### src/rtl/seven_seg_pkg.sv
// Shared types and helpers for the seven-segment scan controller.
package seven_seg_pkg;
  localparam int NIBBLE_W = 4;

  typedef enum logic [1:0] {IDLE, DEAD, DRIVE} state_e;

  function automatic int cnt_width(input int div);
    return (div <= 2) ? 1 : $clog2(div);
  endfunction
endpackage

### src/rtl/seven_seg_lzb.sv
// Leading-zero blank mask: digit i>=1 is dark when it and every higher nibble are zero.
module seven_seg_lzb import seven_seg_pkg::*; #(
  parameter int NUM_DIGITS = 4
) (
  input  logic [NIBBLE_W*NUM_DIGITS-1:0] digits,
  output logic [NUM_DIGITS-1:0]          mask
);
  logic zero_above;

  always_comb begin
    mask       = '0;
    zero_above = 1'b1;
    for (int i = NUM_DIGITS-1; i >= 0; i--) begin
      zero_above = zero_above & (digits[i*NIBBLE_W +: NIBBLE_W] == '0);
      mask[i]    = zero_above && (i != 0);
    end
  end
endmodule

### src/rtl/seven_seg_scanner.sv
// Round-robin common-anode scan controller with frame-aligned double-buffered digits.
// Optional leading-zero blanking is built when LEADING_ZERO_BLANK_EN is defined.
module seven_seg_scanner import seven_seg_pkg::*; #(
  parameter int NUM_DIGITS  = 4,
  parameter int REFRESH_DIV = 50000,
  parameter int DEAD_CYCLES = 2
) (
  input  logic                           clk,
  input  logic                           rst_n,
  input  logic                           enable,
  input  logic                           load,
  input  logic [NIBBLE_W*NUM_DIGITS-1:0] digits_in,
  input  logic [NUM_DIGITS-1:0]          blank_mask,
  output logic [NIBBLE_W-1:0]            digit_code,
  output logic [NUM_DIGITS-1:0]          an_n,
  output logic                           load_ack,
  output logic                           frame_done
);
  localparam int CW = cnt_width(REFRESH_DIV);
  localparam int IW = $clog2(NUM_DIGITS);
  localparam logic [CW-1:0] CNT_LAST = CW'(REFRESH_DIV-1);
  localparam logic [CW-1:0] CNT_DEAD = CW'(DEAD_CYCLES);
  localparam logic [IW-1:0] IDX_LAST = IW'(NUM_DIGITS-1);

  state_e                         state_q, state_d;
  logic [CW-1:0]                  cnt_q, cnt_d;
  logic [IW-1:0]                  idx_q, idx_d;
  logic [NIBBLE_W*NUM_DIGITS-1:0] act_q, act_d, pend_q, pend_d;
  logic                           pflag_q, pflag_d;
  logic [NUM_DIGITS-1:0]          an_n_q, an_n_d, blank;
  logic [NIBBLE_W-1:0]            code_q, code_d;
  logic                           ack_q, ack_d, fd_q, fd_d;
  logic                           wrap, apply;

  always_comb begin
    state_d = state_q;
    cnt_d   = cnt_q;
    idx_d   = idx_q;
    wrap    = 1'b0;
    if (!enable) begin
      state_d = IDLE;
      cnt_d   = '0;
      idx_d   = '0;
    end else if (state_q == IDLE) begin
      state_d = DEAD;
      cnt_d   = '0;
      idx_d   = '0;
    end else begin
      if (cnt_q == CNT_LAST) begin
        cnt_d = '0;
        if (idx_q == IDX_LAST) begin
          idx_d = '0;
          wrap  = 1'b1;
        end else begin
          idx_d = idx_q + 1'b1;
        end
      end else begin
        cnt_d = cnt_q + 1'b1;
      end
      state_d = (cnt_d < CNT_DEAD) ? DEAD : DRIVE;
    end
  end

  // A load on the apply edge itself wins over anything already pending.
  assign apply = (state_q == IDLE) || wrap;

  always_comb begin
    act_d   = act_q;
    pend_d  = pend_q;
    pflag_d = pflag_q;
    ack_d   = 1'b0;
    if (apply) begin
      if (load) begin
        act_d   = digits_in;
        pflag_d = 1'b0;
        ack_d   = 1'b1;
      end else if (pflag_q) begin
        act_d   = pend_q;
        pflag_d = 1'b0;
        ack_d   = 1'b1;
      end
    end else if (load) begin
      pend_d  = digits_in;
      pflag_d = 1'b1;
    end
  end

`ifdef LEADING_ZERO_BLANK_EN
  logic [NUM_DIGITS-1:0] lz_mask;
  seven_seg_lzb #(.NUM_DIGITS(NUM_DIGITS)) u_lzb (.digits(act_d), .mask(lz_mask));
  assign blank = blank_mask | lz_mask;
`else
  assign blank = blank_mask;
`endif

  // Outputs are computed from next-state values so they register in step with the state.
  always_comb begin
    an_n_d = '1;
    code_d = '0;
    fd_d   = wrap;
    if (state_d != IDLE) code_d = act_d[idx_d*NIBBLE_W +: NIBBLE_W];
    if (state_d == DRIVE && !blank[idx_d]) an_n_d[idx_d] = 1'b0;
  end

  always_ff @(posedge clk or negedge rst_n) begin
    if (!rst_n) begin
      state_q <= IDLE;
      cnt_q   <= '0;
      idx_q   <= '0;
      act_q   <= '0;
      pend_q  <= '0;
      pflag_q <= 1'b0;
      an_n_q  <= '1;
      code_q  <= '0;
      ack_q   <= 1'b0;
      fd_q    <= 1'b0;
    end else begin
      state_q <= state_d;
      cnt_q   <= cnt_d;
      idx_q   <= idx_d;
      act_q   <= act_d;
      pend_q  <= pend_d;
      pflag_q <= pflag_d;
      an_n_q  <= an_n_d;
      code_q  <= code_d;
      ack_q   <= ack_d;
      fd_q    <= fd_d;
    end
  end

  assign an_n       = an_n_q;
  assign digit_code = code_q;
  assign load_ack   = ack_q;
  assign frame_done = fd_q;
endmodule

### config.mk
export PLATFORM = sky130hd
export DESIGN_NAME = seven_seg_scanner
export DESIGN_NICKNAME = d
export VERILOG_FILES = /design/src/rtl/seven_seg_pkg.sv /design/src/rtl/seven_seg_lzb.sv /design/src/rtl/seven_seg_scanner.sv
export SDC_FILE = /design/constraint.sdc
export NUM_CORES = 1
export LEC_CHECK = 0
export ABC_CLOCK_PERIOD_IN_PS = 3600
export CORE_ASPECT_RATIO = 2
export CORE_UTILIZATION = 50
export CTS_BUF_LIST = sky130_fd_sc_hd__clkbuf_4 sky130_fd_sc_hd__clkbuf_8
export CTS_CLUSTER_SIZE = 14
export DETAILED_ROUTE_END_ITERATION = 10
export HOLD_SLACK_MARGIN = 0.08
export PLACE_DENSITY = 0.83
export SYNTH_ARGS = -nofsm -noshare
export SYNTH_HDL_FRONTEND = slang
export SYNTH_SLANG_ARGS = --single-unit
### constraint.sdc
create_clock -name clk -period 3.6 [get_ports clk]
set_input_delay 0.72 -clock clk [delete_from_list [all_inputs] [get_ports clk]]
set_output_delay 0.72 -clock clk [all_outputs]
set_load 0.02 [all_outputs]
# --- Word level (Yosys, flattened, before mapping) ---
# Cells that the tools add are included.
classes:
  bitwise_logic: 2
  n_eq_ne: 3
  n_reduce_logical: 8
  shift: 1
  n_mux: 30
  add_sub_neg: 2
  magnitude_cmp: 3
ops:
  columns: ["op", "n"]
  rows:
  - ["16-bit two-way mux", 8]
  - ["16-bit by 1-bit adder with 16-bit output (second input constant)", 1]
  - ["16-bit == test (second input constant)", 1]
  - ["16-bit by 2-bit less-than comparator with 1-bit output (second input constant)", 1]
  - ["16-bit by 5-bit variable part select with 4-bit output", 1]
  - ["2-bit two-way mux", 7]
  - ["1-bit two-way mux", 11]
  - ["4-bit two-way mux", 2]
  - ["2-bit == test (second input constant)", 2]
  - ["4-bit inverter", 1]
  - ["2-bit nonzero test", 2]
  - ["2-bit by 3-bit less-than comparator with 1-bit output (second input constant)", 1]
  - ["2-bit by 1-bit adder with 2-bit output (second input constant)", 1]
  - ["1-bit binary-select mux with 2-bit select", 1]
  - ["1-bit demux with 2-bit select", 1]
  - ["2-bit by 1-bit >= comparator with 1-bit output (second input constant)", 1]
  - ["1-bit logical AND", 2]
  - ["2-bit zero test", 1]
  - ["2-bit AND reduction", 1]
  - ["1-bit zero test", 1]
  - ["1-bit logical OR", 1]
  - ["1-bit inverter", 1]
word_totals:
  inputBits: 24
  regBits: 63
  wordCells: 59

# --- Logic depth before layout (Yosys ltp) ---
# Gate-level depths: netlist (run 1).
depth:
  ltp_word: 11
  mapped_depth: 9

# --- Least setup slack after synthesis (run 1) ---
# OpenSTA, ideal clock, no wires.
synth_path:
  path_kind: "register to register"
  from: "register cnt_q[11]"
  to: "register pend_q[10]"
  arrival_ps: 2383
  setup_slack_ps: 1092
  path_stages_with_launch: 9
  n_path_buf: 3
  t_required_ps: 3475
  cell_sequence: "dfrtp_1 buf_6 or4_4 nor4_4 buf_4 a21oi_1 nand2_1 buf_4 mux2_2"
synth_between:
  elab_chain_cells: 7
synth_lines:
  columns: ["element", "line_no", "source"]
  rows:
  - ["start, declared", "seven_seg_scanner.sv:26", "logic [CW-1:0] cnt_q, cnt_d;"]
  - ["start signal, assigned", "seven_seg_scanner.sv:119", "cnt_q <= cnt_d;"]
  - ["16-bit == test", "seven_seg_scanner.sv:49", "if (cnt_q == CNT_LAST) begin"]
  - ["1-bit two-way mux", "seven_seg_scanner.sv:49", null]
  - ["1-bit two-way mux", "seven_seg_scanner.sv:44", "end else if (state_q == IDLE) begin"]
  - ["1-bit two-way mux", "seven_seg_scanner.sv:40", "if (!enable) begin"]
  - ["1-bit logical OR", "seven_seg_scanner.sv:65", "assign apply = (state_q == IDLE) || wrap;"]
  - ["1-bit inverter (no source line)", null, null]
  - ["2-bit AND reduction (no source line)", null, null]
  - ["end signal, assigned", "seven_seg_scanner.sv:122", "pend_q <= pend_d;"]
  - ["end, declared", "seven_seg_scanner.sv:28", "logic [NIBBLE_W*NUM_DIGITS-1:0] act_q, act_d, pend_q, pend_d;"]
# Every way passes these cells.
# A chain may end at the register's enable or synchronous reset.

# --- Final worst setup path (run 1) ---
layout_path:
  from: "register cnt_q[0]"
  to: "register code_q[0], in the netlist digit_code[0]"
layout_between:
  elab_chain_cells: 10
layout_lines:
  columns: ["element", "line_no", "source"]
  rows:
  - ["16-bit by 1-bit adder with 16-bit output / 16-bit == test (equally long branches)", "seven_seg_scanner.sv:58, seven_seg_scanner.sv:49", null]
  - ["16-bit two-way mux", "seven_seg_scanner.sv:49", null]
  - ["16-bit two-way mux", "seven_seg_scanner.sv:44", null]
  - ["16-bit two-way mux", "seven_seg_scanner.sv:40", null]
  - ["16-bit by 2-bit less-than comparator with 1-bit output", "seven_seg_scanner.sv:60", "state_d = (cnt_d < CNT_DEAD) ? DEAD : DRIVE;"]
  - ["2-bit two-way mux", "seven_seg_scanner.sv:60", null]
  - ["2-bit two-way mux", "seven_seg_scanner.sv:44", null]
  - ["2-bit two-way mux", "seven_seg_scanner.sv:40", null]
  - ["2-bit nonzero test", "seven_seg_scanner.sv:101", "if (state_d != IDLE) code_d = act_d[idx_d*NIBBLE_W +: NIBBLE_W];"]
  - ["4-bit two-way mux *", "seven_seg_scanner.sv:101", null]
  - ["named net code_d[0]", "seven_seg_scanner.sv:31", "logic [NIBBLE_W-1:0] code_q, code_d;"]
  - ["end signal, assigned", "seven_seg_scanner.sv:125", "code_q <= code_d;"]
  - ["end, declared", "seven_seg_scanner.sv:31", null]
# Mark *: on every way through the listed nets, which the timed path passes. The rest lies on a longest branch. The select of a mux whose other input is x is not followed.

==> summary.txt, run 1 <==
Status
  – Status: finished clean

CTS
  – Clock transition at path regs: 70 ps
  – CTS tree: done
  – Clock Latency Late Sink: 350 ps
  – Post-CTS Setup Bufs: 0
  – CTS Hold Buffers Added: 0
  – H-tree levels: 3
  – Post-CTS resize count: 0
  – CTS buffer count: 9
  – Clock Path Buffers: 2
  – Clock Sinks: 63
  – CTS Root Cell: clkbuf_8

Final layout
  – Number of fill cells: 562
  – Commonest cells after routing, fill and taps aside: dfrtp_1, nor2_1, clkdlybuf4s50_1
  – Diodes inserted: 0
  – Final cell count without fillers: 506
  – Share of cells above drive strength 1: 0.144
  – Area grow syn2layout: 15.2%
  – Commonest non-fill, non-tap cell in the layout: dfrtp_1
  – Nets: 437
  – Util after Layout: 0.600

Floorplanning
  – DIE WIDTH: 62.1 um
  – Cell Rows: 43
  – CORE AREA: 0.00694 sq mm
  – IO Pins: 34
  – Die area: 0.00760 sq mm
  – Die Ht: 122 um
  – Initial core utilization: 0.521

Logic synthesis
  – Cell count after synthesis: 392
  – Synth Cell Area: 0.00362 sq mm
  – Mapped Nets: 418
  – Syn avg cell area: 9.23 sq um
  – Synth warn: 0
  – Synth Flop Type: dfrtp_1
  – Ys async rst share: 1.00
  – Sequential-to-total area share from yosys stat: 0.437
  – EDFF count, synth: 0
  – Cell variety after synth: 50
  – Yosys reg bits: 63

Routing
  – Final WL: 8730 um
  – Initial DRC Count: 311
  – Vias per std cell: 6.09
  – Post-route ant nets: 0
  – Via count: 3084
  – # DRC: 0
  – DRT Pass-1 Iters: 4
  – Drt wl/cell: 17.3 um

Run
  – Number of max-cap violations: 0

STA
  – Worst Max-Slew Pin Slew: 1310 ps
  – Minimum clock period: 2810 ps
  – Period utilization: 0.782
  – Max Slew Vio Count: 0
  – Rel. slew slack: 0.125
  – Hold Vio Cnt, Final: 0
  – Setup Viol. Count Final: 0
  – Unrepaired setup endpoints after global routing: false
  – Final Skew: 4.50 ps
  – Fmax: 355 MHz
  – Setup TNS: 0 ps

Worst setup path
  – Critical path required time: 3890 ps
  – Worst Setup SP: cnt_q[0]
  – Setup CP Type: register to register
  – RR Startpoint: cnt_q[0]
  – Crit path DAT: 3100 ps
  – CP max FO: 17
  – Endpoint class of the critical path: register
  – Startpoint types: register
  – Reg2Reg Setup Slack: 790 ps

Global routing
  – GRT Overall Usage: 0.247
  – GRT Residual Overflow: 0
  – First-pass GRT wire length: 14400 um
  – Largest net degree at the start of global routing: 48
  – Antenna violations before repair: 0
  – Vias in the first global route: 3049

Power and ir drop
  – Worst VDD drop: 0.292 mV
  – Total Power: 1.92 mW
  – Leakage: 1.61 nW
  – Power Dens Cells: 461 mW/mm^2

Placement
  – DP HPWL: 6090 um
  – Placed cell count: 490
  – I/O Buffers: 33
  – Final RePlAce weighted congestion: 0.960

Min path
  – Worst Hold Launch: act_q[15]
  – HP Class: register to register
-- report_power, final --
part / internal (mW) / switching [mW] / leakage [nW] / total (mW)
sequential: 0.810 / 0.0787 / 0.782 / 0.889
clock: 0.334 / 0.281 / 0.0981 / 0.616
combinational: 0.202 / 0.214 / 0.727 / 0.415
-- kinds of logic (layout without fill, tap and decap cells) --
| kind of cell | after synthesis | count (layout) | share of synthesized area |
|---|---|---|---|
| AOI/OAI and AO/OA | 96 | 96 | 0.172 |
| DFF | 63 | 63 | 0.437 |
| and+or+nand+nor | 148 | 148 | 0.211 |
| buffers and inverters | 37 | 61 | 0.0439 |
| adders and majority gates | 2 | 2 | 0.00692 |
| muxes | 28 | 28 | 0.0858 |
| xor gates and xnor gates | 18 | 18 | 0.0436 |
-- cell type report --
class,count,area (sq um),share of cell area
repair buffers,40,378,0.0907
inverters,5,18.8,0.00451
well taps,90,113,0.0270
flip-flops and latches,63,1580,0.380
clock buffers,10,138,0.0330
multi-input cells,292,1880,0.451
clock inverters,6,60.1,0.0144
-- state kept, by name (all words and copies together) (netlist names), 2 cells and up --
signal	count
act_q	16
an_n	4
cnt_q	16
digit_code	4
idx_q	2
pend_q	16
state_q	2
-- path summary, 6_finish.rpt --
path / end / cells past startpoint
max: digit_code[0] / 8
max in group asynchronous: frame_done / 2
min reg2reg: act_q[15] / 2
min in group asynchronous: pend_q[6] / 1
min: act_q[15] / 2
max reg2reg: digit_code[0] / 8
-- Yosys cell counts (2+ instances only) --
library cell / instances / area, sq um
nor4_1: 3 / 18.8
and3_1: 2 / 12.5
a31oi_1: 12 / 75.1
a22o_1: 3 / 26.3
clkbuf_1: 23 / 86.3
a21oi_1: 17 / 85.1
o22ai_1: 7 / 43.8
nand2_1: 20 / 75.1
nand3b_1: 4 / 30.0
or2_2: 2 / 12.5
dfstp_2: 4 / 105
a221o_1: 3 / 30.0
buf_2: 4 / 20.0
xor2_1: 7 / 61.3
nand4_1: 5 / 31.3
nor3b_1: 2 / 15.0
nor2_1: 48 / 180
o21ai_0: 24 / 120
a21boi_0: 3 / 22.5
a22oi_1: 7 / 52.6
nand2b_1: 9 / 56.3
a2111oi_0: 3 / 26.3
buf_1: 2 / 7.51
buf_4: 2 / 15.0
inv_1: 5 / 18.8
nor2b_1: 12 / 75.1
nand3_1: 14 / 70.1
nor3_1: 15 / 75.1
xnor2_1: 11 / 96.3
mux2i_1: 4 / 40.0
a31o_2: 2 / 17.5
and2_1: 5 / 31.3
mux2_2: 24 / 270
ha_1: 2 / 25.0
dfrtp_1: 59 / 1480
a211oi_1: 9 / 67.6
-- routing by layer --
metal	global-route usage	share of wire	up-vias
met5	0	0	-
met4	0.179	0.050	0
met3	0.0558	0.040	36
met2	0.442	0.53	100
met1	0.249	0.38	1501
li1	-	-	1447
-- worst max-delay path, cell delays in order, from the launching register on --
cell and delay [ps]:
dfrtp_1 400, ha_1 270, nand4_1 270, nor4_4 330, buf_4 250, and2_1 500
nor3_1 120, a2111oi_0 420, a221o_1 180
-- metrics by stage --
step,setup WS (ps),hold slack (ps),area (sq um)
floorplan,1090,424,3620
global placement,689,469,3970
detailed placement,595,480,3970
CTS,846,497,4170
global route,533,518,4170
finish,786,494,4170
Power figures use the tool's default switching activity.
==> run 2, diff against run 1 <==
- ABC_CLOCK_PERIOD_IN_PS: 3600 -> 2300
- PLACE_DENSITY: 0.83 -> 0.86
- clock period: 3.6 -> 2.3 ns (I/O delays scaled with it)
==> run 2 against run 1 <==
The flow now finishes with violations (negative setup slack); worst setup slack worse by 930 ps; global-route usage up 3.7 points; worst hold slack worse by 400 ps; final area up 16%; combinational power up 110%; total power up 71%; clock power up 69%; sequential power up 56%; critical path type unchanged; critical endpoint is now digit_code[1]; largest power group unchanged.
==> summary.txt, run 2 (synthesized netlist as in run 1, its figures left out) <==
Global routing
  – First-pass GRT wire length: 16200 um (was 14400 um)
  – GRT Residual Overflow: 0 (unchanged)
  – Largest net degree at the start of global routing: 64 (was 48)
  – GRT Overall Usage: 0.283 (was 0.247)
  – Antenna violations before repair: 0 (unchanged)
  – Vias in the first global route: 3377 (was 3049)

Worst setup path
  – CP max FO: 7 (was 17)
  – Critical path required time: 2600 ps (was 3890 ps)
  – Slowest cell on crit path: or4_4 (was and2_1)
  – Crit path DAT: 2740 ps (was 3100 ps)
  – Setup CP Type: register to register (unchanged)
  – Startpoint types: register (unchanged)
  – CP max stage delay: 550 ps (was 500 ps)
  – Endpoint class of the critical path: register (unchanged)
  – Crit-path cells: or4_4, nor4_4, buf_4, and2_2, buf_4, nor3_1, a2111oi_1, a221o_1 (was ha_1, nand4_1, nor4_4, buf_4, and2_1, nor3_1, a2111oi_0, a221o_1)
  – CP most frequent cell: buf_4

CTS
  – Clock Sinks: 63 (unchanged)
  – CTS Hold Buffers Added: 0 (unchanged)
  – CTS buffer count: 9 (unchanged)
  – CTS tree: done (unchanged)
  – Clock Latency Late Sink: 360 ps (was 350 ps)
  – Clock transition at path regs: 70 ps (about the same)
  – CTS Root Cell: clkbuf_8 (unchanged)
  – H-tree levels: 3 (unchanged)
  – Clock Path Buffers: 2 (unchanged)

Routing
  – # DRC: 0 (unchanged)
  – Post-route ant nets: 0 (unchanged)
  – Via count: 3513 (was 3084)
  – DRT Pass-1 Iters: 7 (was 4)
  – Final WL: 11100 um (was 8730 um)
  – Drt wl/cell: 19.4 um (was 17.3 um)
  – Initial DRC Count: 504 (was 311)
  – Vias per std cell: 6.15 (was 6.09)

Power and ir drop
  – Clock power share: 0.316 (was 0.321)
  – Power Dens Cells: 679 mW/mm^2 (was 461 mW/mm^2)
  – Internal power: 2.30 mW (was 1.35 mW)
  – Worst VDD drop: 0.442 mV (was 0.292 mV)
  – Comb power frac: 0.261 (was 0.216)
  – Psw: 0.989 mW (was 0.574 mW)
  – Leakage: 2.05 nW (was 1.61 nW)
  – Sw Share: 0.301 (was 0.299)
  – Flop pwr share: 0.423 (was 0.463)
  – Total Power: 3.29 mW (was 1.92 mW)

Min path
  – HP Class: input pin to async pin (was register to register)

Floorplanning
  – Die area: 0.00760 sq mm (unchanged)
  – CORE AREA: 0.00694 sq mm (unchanged)
  – DIE WIDTH: 62.1 um (unchanged)
  – IO Pins: 34 (unchanged)
  – Initial core utilization: 0.521 (unchanged)
  – Die Ht: 122 um (unchanged)
  – Cell Rows: 43 (unchanged)

STA
  – Rel. slew slack: 0.620 (was 0.125)
  – Final Worst Setup Slack: -139 ps (was 786 ps)
  – Unrepaired setup endpoints after global routing: true (was false)
  – Worst Max-Slew Pin Slew: 569 ps (was 1310 ps)
  – Fmax: 410 MHz (was 355 MHz)
  – Setup Viol. Count Final: 4 (was 0)
  – Max Slew Vio Count: 0 (unchanged)
  – Minimum clock period: 2440 ps (was 2810 ps)
  – Hold Vio Cnt, Final: 0 (unchanged)
  – Period utilization: 1.06 (was 0.782)
  – Final Skew: 6.28 ps (was 4.50 ps)

Placement
  – Post-DP Area: 0.00445 sq mm (was 0.00397 sq mm)
  – I/O Buffers: 33 (unchanged)
  – Final RePlAce weighted congestion: 0.978 (was 0.960)
  – DP HPWL: 7280 um (was 6090 um)

Run
  – Number of max-cap violations: 0 (unchanged)

Final layout
  – Post-route cell area: 0.00484 sq mm (was 0.00417 sq mm)
  – Share of cells above drive strength 1: 0.279 (was 0.144)
  – Area grow syn2layout: 33.9% (was 15.2%)
  – Number of fill cells: 476 (was 562)
  – Commonest non-fill, non-tap cell in the layout: buf_4 (was dfrtp_1)
  – Commonest cells after routing, fill and taps aside: buf_4, dfrtp_1, nor2_1 (was dfrtp_1, nor2_1, clkdlybuf4s50_1)
  – Largest registers: act_q: 16 flops, cnt_q: 16 flops, pend_q: 16 flops (unchanged)
  – Diodes inserted: 0 (unchanged)
  – Nets: 502 (was 437)

Status
  – Status: finished with violations (was finished clean)
  – Failing checks: negative setup slack
==> run 2: cell types whose count changed in the layout (fill, tap and decap cells not counted), sizes merged <==
| cell | change |
|---|---|
| buf | +64 |
| clkbuf | +4 |
| clkinvlp | -2 |
| clkinv | -1 |
==> run 2: worst max-delay path, delay by kind of cell (launching register included) <==
family | cells | cell delay, ps
buffers and inverters | 2 | 360
and+or+nand+nor | 4 | 990
DFF | 1 | 380
AOI/OAI and AO/OA | 2 | 640
==> run 2: stage by stage <==
stage	hold WS (ps)	utilization	worst slack, ps	std cells	TNS (ps)
final	93.0	0.698	-139	571	-500
after global routing	117	0.698	-266	571	-1350
after CTS	106	0.679	-114	567	-414
after detailed placement	496	0.641	-383	549	-1300
after global placement	479	0.641	-286	549	-796
after floorplan	164	-	-159	392	-2170
==> run 2: routing by layer <==
metal | global-route usage | share of wire | vias to the layer above
li1 | - | - | 1574
met1 | 0.275 | 0.33 | 1674
met2 | 0.543 | 0.54 | 196
met3 | 0.0613 | 0.063 | 69
met4 | 0.163 | 0.066 | 0
met5 | 0 | 0 | -
==> run 2: power by group through the flow <==
| stage | registers (mW) | logic [mW] | clock network (mW) |
|---|---|---|---|
| 3_3_place_gp | 1.38 | 0.707 | 0 |
| 2_1_floorplan | 1.37 | 0.451 | 0 |
| 6_report | 1.39 | 0.857 | 1.04 |
| 4_1_cts | 1.37 | 0.760 | 1.05 |
| 5_1_grt | 1.40 | 0.916 | 1.09 |
| 3_5_place_dp | 1.39 | 0.744 | 0 |
==> run 2: final cells by class <==
class | count | area (sq um) | area share
Multi-Input combinational cell | 292 | 2000 | 0.413
Clock buffer | 13 | 173 | 0.0356
Inverter | 5 | 18.8 | 0.00387
Tap cell | 90 | 113 | 0.0232
Sequential cell | 63 | 1580 | 0.327
Clock inverter | 3 | 40.0 | 0.00827
Timing Repair Buffer | 105 | 916 | 0.189
==> run 2: final timing paths <==
path / slack [ps] / depth (start not counted) / startpoint / end
min: 90 / 2 / rst_n / pend_q[7]
max reg2reg: -140 / 8 / cnt_q[11] / digit_code[1]
max in group asynchronous: 1870 / 2 / rst_n / an_n[2]
min in group clk: 510 / 1 / pend_q[3] / pend_q[3]
min reg2reg: 510 / 1 / pend_q[3] / pend_q[3]
max: -140 / 8 / cnt_q[11] / digit_code[1]
==> run 2: timing repair <==
item,CTS,global route
buffers inserted,3,3
pin swaps,7,3
gates resized for setup,9,21
endpoints found under the hold margin,0,0
gates cloned,0,1
setup endpoints to repair,25,23
